## src/rtl/writeback_arbiter.sv

```systemverilog
// writeback_arbiter
// -----------------
// Writeback stage in front of the register file's single write port. It
// merges the in-order pipeline results with the long-latency mul/div results.
//
// Pipeline results are written in the cycle they arrive. Loads get their byte
// or halfword extracted here.
//
// Mul/div results pass through a 1-entry holding buffer. The buffer drains
// whenever the pipeline is not writing. If it is blocked for STARVE_LIMIT
// cycles, the pipeline is stalled for one cycle and the buffer drains.
//
// A pending-destination scoreboard tells decode which source registers are
// still owed a result by mul/div.
//
// Ports
//   i_clk, i_rst          clock, synchronous active-high reset
//   i_pipe_*              pipeline result (valid, rd, data, load info)
//   o_pipe_stall          pipeline must hold its writeback result
//   i_md_issue(_rd)       mul/div op issued, with its destination
//   i_md_valid/o_md_ready mul/div result handshake
//   i_md_rd_addr/i_md_data
//                         mul/div result destination and data
//   o_rd_addr/o_rd_data   regfile write port (address 0 = no write)
//   i_rsX_addr/o_rsX_busy decode operand scoreboard lookup
`timescale 1ns/1ps

module writeback_arbiter #(
  parameter int STARVE_LIMIT = 4
) (
  input  logic        i_clk,
  input  logic        i_rst,
  input  logic        i_pipe_valid,
  input  logic [4:0]  i_pipe_rd_addr,
  input  logic [31:0] i_pipe_data,
  input  logic        i_pipe_is_load,
  input  logic [2:0]  i_pipe_funct3,
  input  logic [1:0]  i_pipe_addr_lo,
  output logic        o_pipe_stall,
  input  logic        i_md_issue,
  input  logic [4:0]  i_md_issue_rd,
  input  logic        i_md_valid,
  output logic        o_md_ready,
  input  logic [4:0]  i_md_rd_addr,
  input  logic [31:0] i_md_data,
  output logic [4:0]  o_rd_addr,
  output logic [31:0] o_rd_data,
  input  logic [4:0]  i_rs1_addr,
  input  logic [4:0]  i_rs2_addr,
  output logic        o_rs1_busy,
  output logic        o_rs2_busy
);

  localparam logic [3:0] LIMIT = 4'(STARVE_LIMIT);

  logic        r_buf_valid;
  logic [4:0]  r_buf_rd;
  logic [31:0] r_buf_data;
  logic [3:0]  r_starve_cnt;
  logic        r_force_md;
  logic [31:0] r_pending;

  logic        w_pipe_wr;
  logic        w_drain;
  logic        w_md_ready;
  logic        w_md_accept;
  logic [31:0] w_pipe_data_x;
  logic [7:0]  w_byte;
  logic [15:0] w_half;
  logic [3:0]  w_starve_next;
  logic [31:0] w_pending_next;

  // Write-port arbitration. Every output is forced idle while reset is held.
  // A forced-drain cycle masks the pipeline write so that the buffer wins.
  always_comb begin
    w_pipe_wr   = !i_rst && i_pipe_valid && (i_pipe_rd_addr != 5'd0) && !r_force_md;
    w_drain     = !i_rst && !w_pipe_wr && r_buf_valid;
    w_md_ready  = !i_rst && (!r_buf_valid || w_drain);
    w_md_accept = i_md_valid && w_md_ready;
  end

  // Load extraction: select the byte lane by addr_lo[1:0].
  // Select the halfword by addr_lo[1].
  always_comb begin
    w_byte = 8'(i_pipe_data >> {i_pipe_addr_lo, 3'b000});
    w_half = i_pipe_addr_lo[1] ? i_pipe_data[31:16] : i_pipe_data[15:0];
    w_pipe_data_x = i_pipe_data;
    if (i_pipe_is_load) begin
      case (i_pipe_funct3)
        3'b000:  w_pipe_data_x = {{24{w_byte[7]}}, w_byte};
        3'b100:  w_pipe_data_x = {24'd0, w_byte};
        3'b001:  w_pipe_data_x = {{16{w_half[15]}}, w_half};
        3'b101:  w_pipe_data_x = {16'd0, w_half};
        default: w_pipe_data_x = i_pipe_data;
      endcase
    end
  end

  always_comb begin
    o_rd_addr = 5'd0;
    o_rd_data = 32'd0;
    if (w_pipe_wr) begin
      o_rd_addr = i_pipe_rd_addr;
      o_rd_data = w_pipe_data_x;
    end else if (w_drain) begin
      o_rd_addr = r_buf_rd;
      o_rd_data = r_buf_data;
    end
  end

  assign o_md_ready   = w_md_ready;
  assign o_pipe_stall = !i_rst && r_force_md;
  assign o_rs1_busy   = !i_rst && r_pending[i_rs1_addr] && (i_rs1_addr != 5'd0);
  assign o_rs2_busy   = !i_rst && r_pending[i_rs2_addr] && (i_rs2_addr != 5'd0);

  // Starvation counter. It counts cycles in which a held result is blocked,
  // saturates at 15, and clears on drain or when the buffer is empty.
  always_comb begin
    w_starve_next = 4'd0;
    if (r_buf_valid && !w_drain)
      w_starve_next = (r_starve_cnt == 4'hF) ? r_starve_cnt : r_starve_cnt + 4'd1;
  end

  // The scoreboard clears on drain. An issue to the same register in the
  // same cycle is applied last, so the set wins.
  always_comb begin
    w_pending_next = r_pending;
    if (w_drain)
      w_pending_next[r_buf_rd] = 1'b0;
    if (i_md_issue && (i_md_issue_rd != 5'd0))
      w_pending_next[i_md_issue_rd] = 1'b1;
  end

  always_ff @(posedge i_clk) begin
    if (i_rst) begin
      r_buf_valid  <= 1'b0;
      r_buf_rd     <= 5'd0;
      r_buf_data   <= 32'd0;
      r_starve_cnt <= 4'd0;
      r_force_md   <= 1'b0;
      r_pending    <= 32'd0;
    end else begin
      r_starve_cnt <= w_starve_next;
      // Force is raised in the cycle after the counter reaches the limit.
      // The forced cycle always drains, so the counter returns to 0 and the
      // flag lasts for exactly one cycle.
      r_force_md   <= (w_starve_next == LIMIT);
      r_pending    <= w_pending_next;
      if (w_md_accept) begin
        // A result for x0 is accepted but dropped.
        r_buf_valid <= (i_md_rd_addr != 5'd0);
        r_buf_rd    <= i_md_rd_addr;
        r_buf_data  <= i_md_data;
      end else if (w_drain) begin
        r_buf_valid <= 1'b0;
      end
    end
  end

endmodule

```

## config.mk

```make
export PLATFORM = sky130hd
export DESIGN_NAME = writeback_arbiter
export DESIGN_NICKNAME = d
export VERILOG_FILES = /design/src/rtl/writeback_arbiter.sv
export SDC_FILE = /design/constraint.sdc
export NUM_CORES = 1
export LEC_CHECK = 0
export BUFFER_PORTS_ARGS = -buffer_cell sky130_fd_sc_hd__buf_2
export CORE_AREA = 5 5 105 107
export CTS_BUF_LIST = sky130_fd_sc_hd__clkbuf_16
export DETAILED_ROUTE_END_ITERATION = 12
export DIE_AREA = 0 0 110 112
export HOLD_SLACK_MARGIN = 0.03
export PLACE_DENSITY = 0.75
export SLEW_MARGIN = 10
export SYNTH_ARGS = -nofsm -noshare
export SYNTH_HDL_FRONTEND = slang
export SYNTH_SLANG_ARGS = --single-unit
```

## constraint.sdc

```tcl
create_clock -name i_clk -period 3.3 [get_ports i_clk]
set_input_delay 0.33 -clock i_clk [delete_from_list [all_inputs] [get_ports i_clk]]
set_output_delay 0.33 -clock i_clk [all_outputs]
set_load 0.005 [all_outputs]
```

* Word level (Yosys, flattened, before mapping)
Index checks and enable logic that the tools add are counted. W data, S select, Z words.
Word-level totals: register bits after elaboration 75, input port bits 100, word-level logic and storage cells 72
Cells by class: $add $sub $neg 1, order comparisons 6, eq/ne operators 5, shifts and indexed selects 1, muxes and demuxes 21, bitwise gates (word level) 3, reduce and logical (&&, ||, !) cells 29
Operators by type and width (number):
- $mux W32 | 5
- $pmux W32 S4 | 1
- $and A32 B32 Y32 | 1
- $not A32 Y32 | 1
- $or A32 B32 Y32 | 1
- $shr A32 B5 Y8 | 1
- $reduce_bool A5 Y1 | 5
- $lt A5 B6 Y1 const B | 4
- $logic_and A1 B1 Y1 | 16
- $mux W16 | 1
- $bmux W1 S5 | 2
- $demux W1 S5 | 2
- $ge A5 B1 Y1 const B | 2
- $mux W5 | 2
- $mux W4 | 2
- $eq A3 B3 Y1 const B | 2
- $mux W1 | 6
- $logic_not A1 Y1 | 5
- $add A4 B1 Y4 const B | 1
- $eq A4 B3 Y1 const B | 1
- $eq A4 B4 Y1 const B | 1
- $eq A3 B1 Y1 const B | 1
- $logic_not A3 Y1 | 1
- $reduce_bool A2 Y1 | 1
- $logic_or A1 B1 Y1 | 1

* Depth between registers and ports, before layout
depth in word-level cells 11, depth in mapped cells 7

* Worst setup path after synthesis
Ideal clock, no wire load.
kind input -> output, start in i_pipe_rd_addr[2], end out o_rd_addr[0], arrival 1722 ps, path slack 1248 ps, cell stages on the path 5, path buffers 1, cells stage by stage or4_4 -> o21a_4 -> nor3_4 -> clkbuf_1 -> a22o_1
On the way: cells in the longest elaborated chain, start to end 8
Ends and longest elaborated chain:
- start, declared | RTL line 34 | input logic [4:0] i_pipe_rd_addr,
- $reduce_bool A5 Y1 (*) | RTL line 76 | w_pipe_wr = !i_rst && i_pipe_valid && (i_pipe_rd_addr != 5'd0) && !r_force_md;
- $logic_and A1 B1 Y1 (*) (2 in a row) | RTL line 76
- $logic_not A1 Y1 | RTL line 77 | w_drain = !i_rst && !w_pipe_wr && r_buf_valid;
- $logic_and A1 B1 Y1 (2 in a row) | RTL line 77
- $mux W5 | RTL line 105 | end else if (w_drain) begin
- $mux W5 (*) | RTL line 102 | if (w_pipe_wr) begin
- end, declared | RTL line 46 | output logic [4:0] o_rd_addr,
Mark *: on every way between the ends. The rest lies on a longest branch, timed or not.

* Worst setup path after layout
start in i_pipe_addr_lo[1], end out o_rd_data[28]
On the way: cells in the longest elaborated chain, start to end 4, elaborated cells between the ends (all ways) 5, those cells by class 1 x shift; 4 x mux
Ends and longest elaborated chain:
- start, declared | RTL line 38 | input logic [1:0] i_pipe_addr_lo,
- $shr A32 B5 Y8 or $mux W16 (tied branches) | RTL line 85, 86
- $pmux W32 S4 (*) | RTL line 89 | case (i_pipe_funct3)
- $mux W32 (*) | RTL line 88 | if (i_pipe_is_load) begin
- $mux W32 (*) | RTL line 102
- end, declared | RTL line 47 | output logic [31:0] o_rd_data,
Marked as above.

==> impl_metrics.ini <==
[run_status]
status = complete, no violations

[setup_path]
cp.arrival_ps = 2370
path_class = in2out
critPathMaxFanout = 30
cp-end-kind = primary output
critPathRequiredTime_ps = 2970
start_kind = input pin

[worst_hold_path]
worstHoldPathType = in2reg

[drt]
wl_per_cell_um = 18.0
totalWireLength_um = 15600
dr.pass1.iters = 5
drt_iter0_drc = 375
drtAntennaViolNets = 0
drc = 0
via_per_inst = 6.03
via_count = 5245

[global_route]
antenna_found_initial = 1
grt_overflow = 0
grt_pass1_vias = 5136
grt_max_degree = 45
grtUsageTotal_pct = 25.4
grt_pass1_wl_um = 25100

[cts]
post-cts-setup-buffer-count = 0
postCtsHoldBufs = 0
cts_tree = yes
ctsResizeCount = 0
clkLatencyLatePin_ps = 340
clock-sinks = 74
clkTransAtPathRegs_ps = 60
clock_path_buffers = 2
numCtsBuffers = 9
htree_levels = 3
cts_root_buf = clkbuf_16

[die]
coreArea_mm2 = 0.0100
placementRows = 37
start_util_pct = 47.2
die_w_um = 110
die_h_um = 112
io-pin-count = 141
dieArea_mm2 = 0.0123

[final_layout]
drive_above_1_share_pct = 25.5
n_antenna_cell = 0
syn_to_final_growth_pct = 21.3
stdcell_area_mm2 = 0.00576
final_cell_mix = buf_2, nand2_1, o21ai_0
final_util_pct = 57.3
layout.nets = 831
layout_commonest_cell = buf_2

[sta]
tightestPinTransition_ps = 879
relSlewSlack_pct = 41.4
fin_setup_tns_ps = 0
setup_viol_count_final = 0
finalHoldViolCount = 0
maxClockFrequency_mhz = 371
period_share_pct = 81.8
rsz0062_at_grt = no
skew_ps = 7.17
finalMaxSlewViolations = 0
fin_crit_ps = 2700

[synth]
ys_types = 58
synth_edf_count = 0
ys_ff_latch = 74
synth_area_leaders = dfxtp_1, nand2_1, o21ai_0
synth_top_cell_area_share_pct = 31.2
syn_area_mm2 = 0.00474
yosysSeqAreaShare_pct = 31.2
synthCells = 623
postSynth.asyncResetShare_pct = 0
yosys_warnings = 0
yosysTopAreaCell = dfxtp_1
synthFlopType = dfxtp_1
synth_area_per_cell_um2 = 7.62
synth_nets = 724

[flow_run]
cap_violations = 0

[power]
p_per_area_mw_per_mm2 = 403
ir_worst_vdd_mv = 0.302
finalPower_mw = 2.32
cellLeakagePower_nw = 2.33

[placed_design]
dp_hpwl_um = 12000
dpl_cell_area_mm2 = 0.00547
portBuffers = 140
gp_congestion = 0.974
[state kept, by name (all words and copies together), names as in the netlist]
| signal | count |
|---|---|
| r_buf_data | 32 |
| r_starve_cnt | 4 |
| r_pending | 31 |
| r_buf_rd | 5 |
| r_force_md | 1 |
| r_buf_valid | 1 |
[path summary, 6_finish.rpt]
check / startpoint / to / cells after the start / slack (ps)
worst max register to register: r_force_md / r_pending[20] / 5 / 1500
worst min-delay path: i_md_data[15] / r_buf_data[15] / 3 / 190
worst max-delay path: i_pipe_addr_lo[1] / o_rd_data[28] / 7 / 600
worst min register to register: r_buf_data[14] / r_buf_data[14] / 2 / 470
[stage by stage]
step,instances,worst slack [ps],hold slack (ps)
final,870,602,185
after global routing,870,372,193
after CTS,870,634,181
after detailed placement,855,631,455
after global placement,855,671,446
after floorplan,623,1250,428
[power by group]
| group | total (mW) | switching [mW] | leakage, nW | internal (mW) |
|---|---|---|---|---|
| Combinational | 0.398 | 0.236 | 1.59 | 0.163 |
| Clock | 0.946 | 0.371 | 0.135 | 0.575 |
| Sequential | 0.976 | 0.0419 | 0.605 | 0.934 |
[kinds of logic (layout without fill, tap and decap cells)]
family / count (synthesis) / in the layout / share of synthesized area, %
XOR/XNOR: 1 / 1 / 0.185
AND/OR/NAND/NOR: 239 / 239 / 25.3
buffers and inverters: 64 / 175 / 5.56
adder cells (fa/ha/maj): 1 / 1 / 0.264
flip-flops: 74 / 74 / 31.2
multiplexers: 31 / 31 / 7.70
AO/OA/AOI/OAI: 213 / 213 / 29.8
[layer usage]
layer	GRT usage, %	wire, um	vias up
met5	0	7	-
met4	10.1	330	2
met3	7.42	1450	30
met2	40.3	7320	256
met1	32.2	6520	2442
li1	-	-	2515
[synthesized netlist by cell type, drive strengths merged (4+ instances only)]
library cell    n
a211o           7
mux2            4
nand2         114
and2            4
nor3b           7
nand3          21
nand4          10
o21ai          85
a22o            5
buf            16
a2111oi         4
mux2i          23
dfxtp          74
a21oi          41
or4             4
nor4            6
o32ai           6
a32o           21
nor2b          16
o211ai         17
mux4            4
nor3            6
nor2           31
or3             5
inv            12
nand2b          6
clkbuf         35
[area by class of cell]
| class | count | area [um^2] |
|---|---|---|
| repair buffers | 147 | 766 |
| clock buffers | 9 | 225 |
| clock inverters | 6 | 58.8 |
| inverters | 13 | 48.8 |
| fillers | 954 | 4290 |
| multi-input cells | 485 | 3010 |
| well taps | 136 | 170 |
| flip-flops and latches | 74 | 1480 |
[worst max-delay path, stage by stage]
cell       delay, ps
buf_2            420
mux2_2           280
nor2_1            70
a2111oi_4        820
a21oi_1           70
o21ai_0          210
buf_2            150
(Power assumes the default switching activity.)
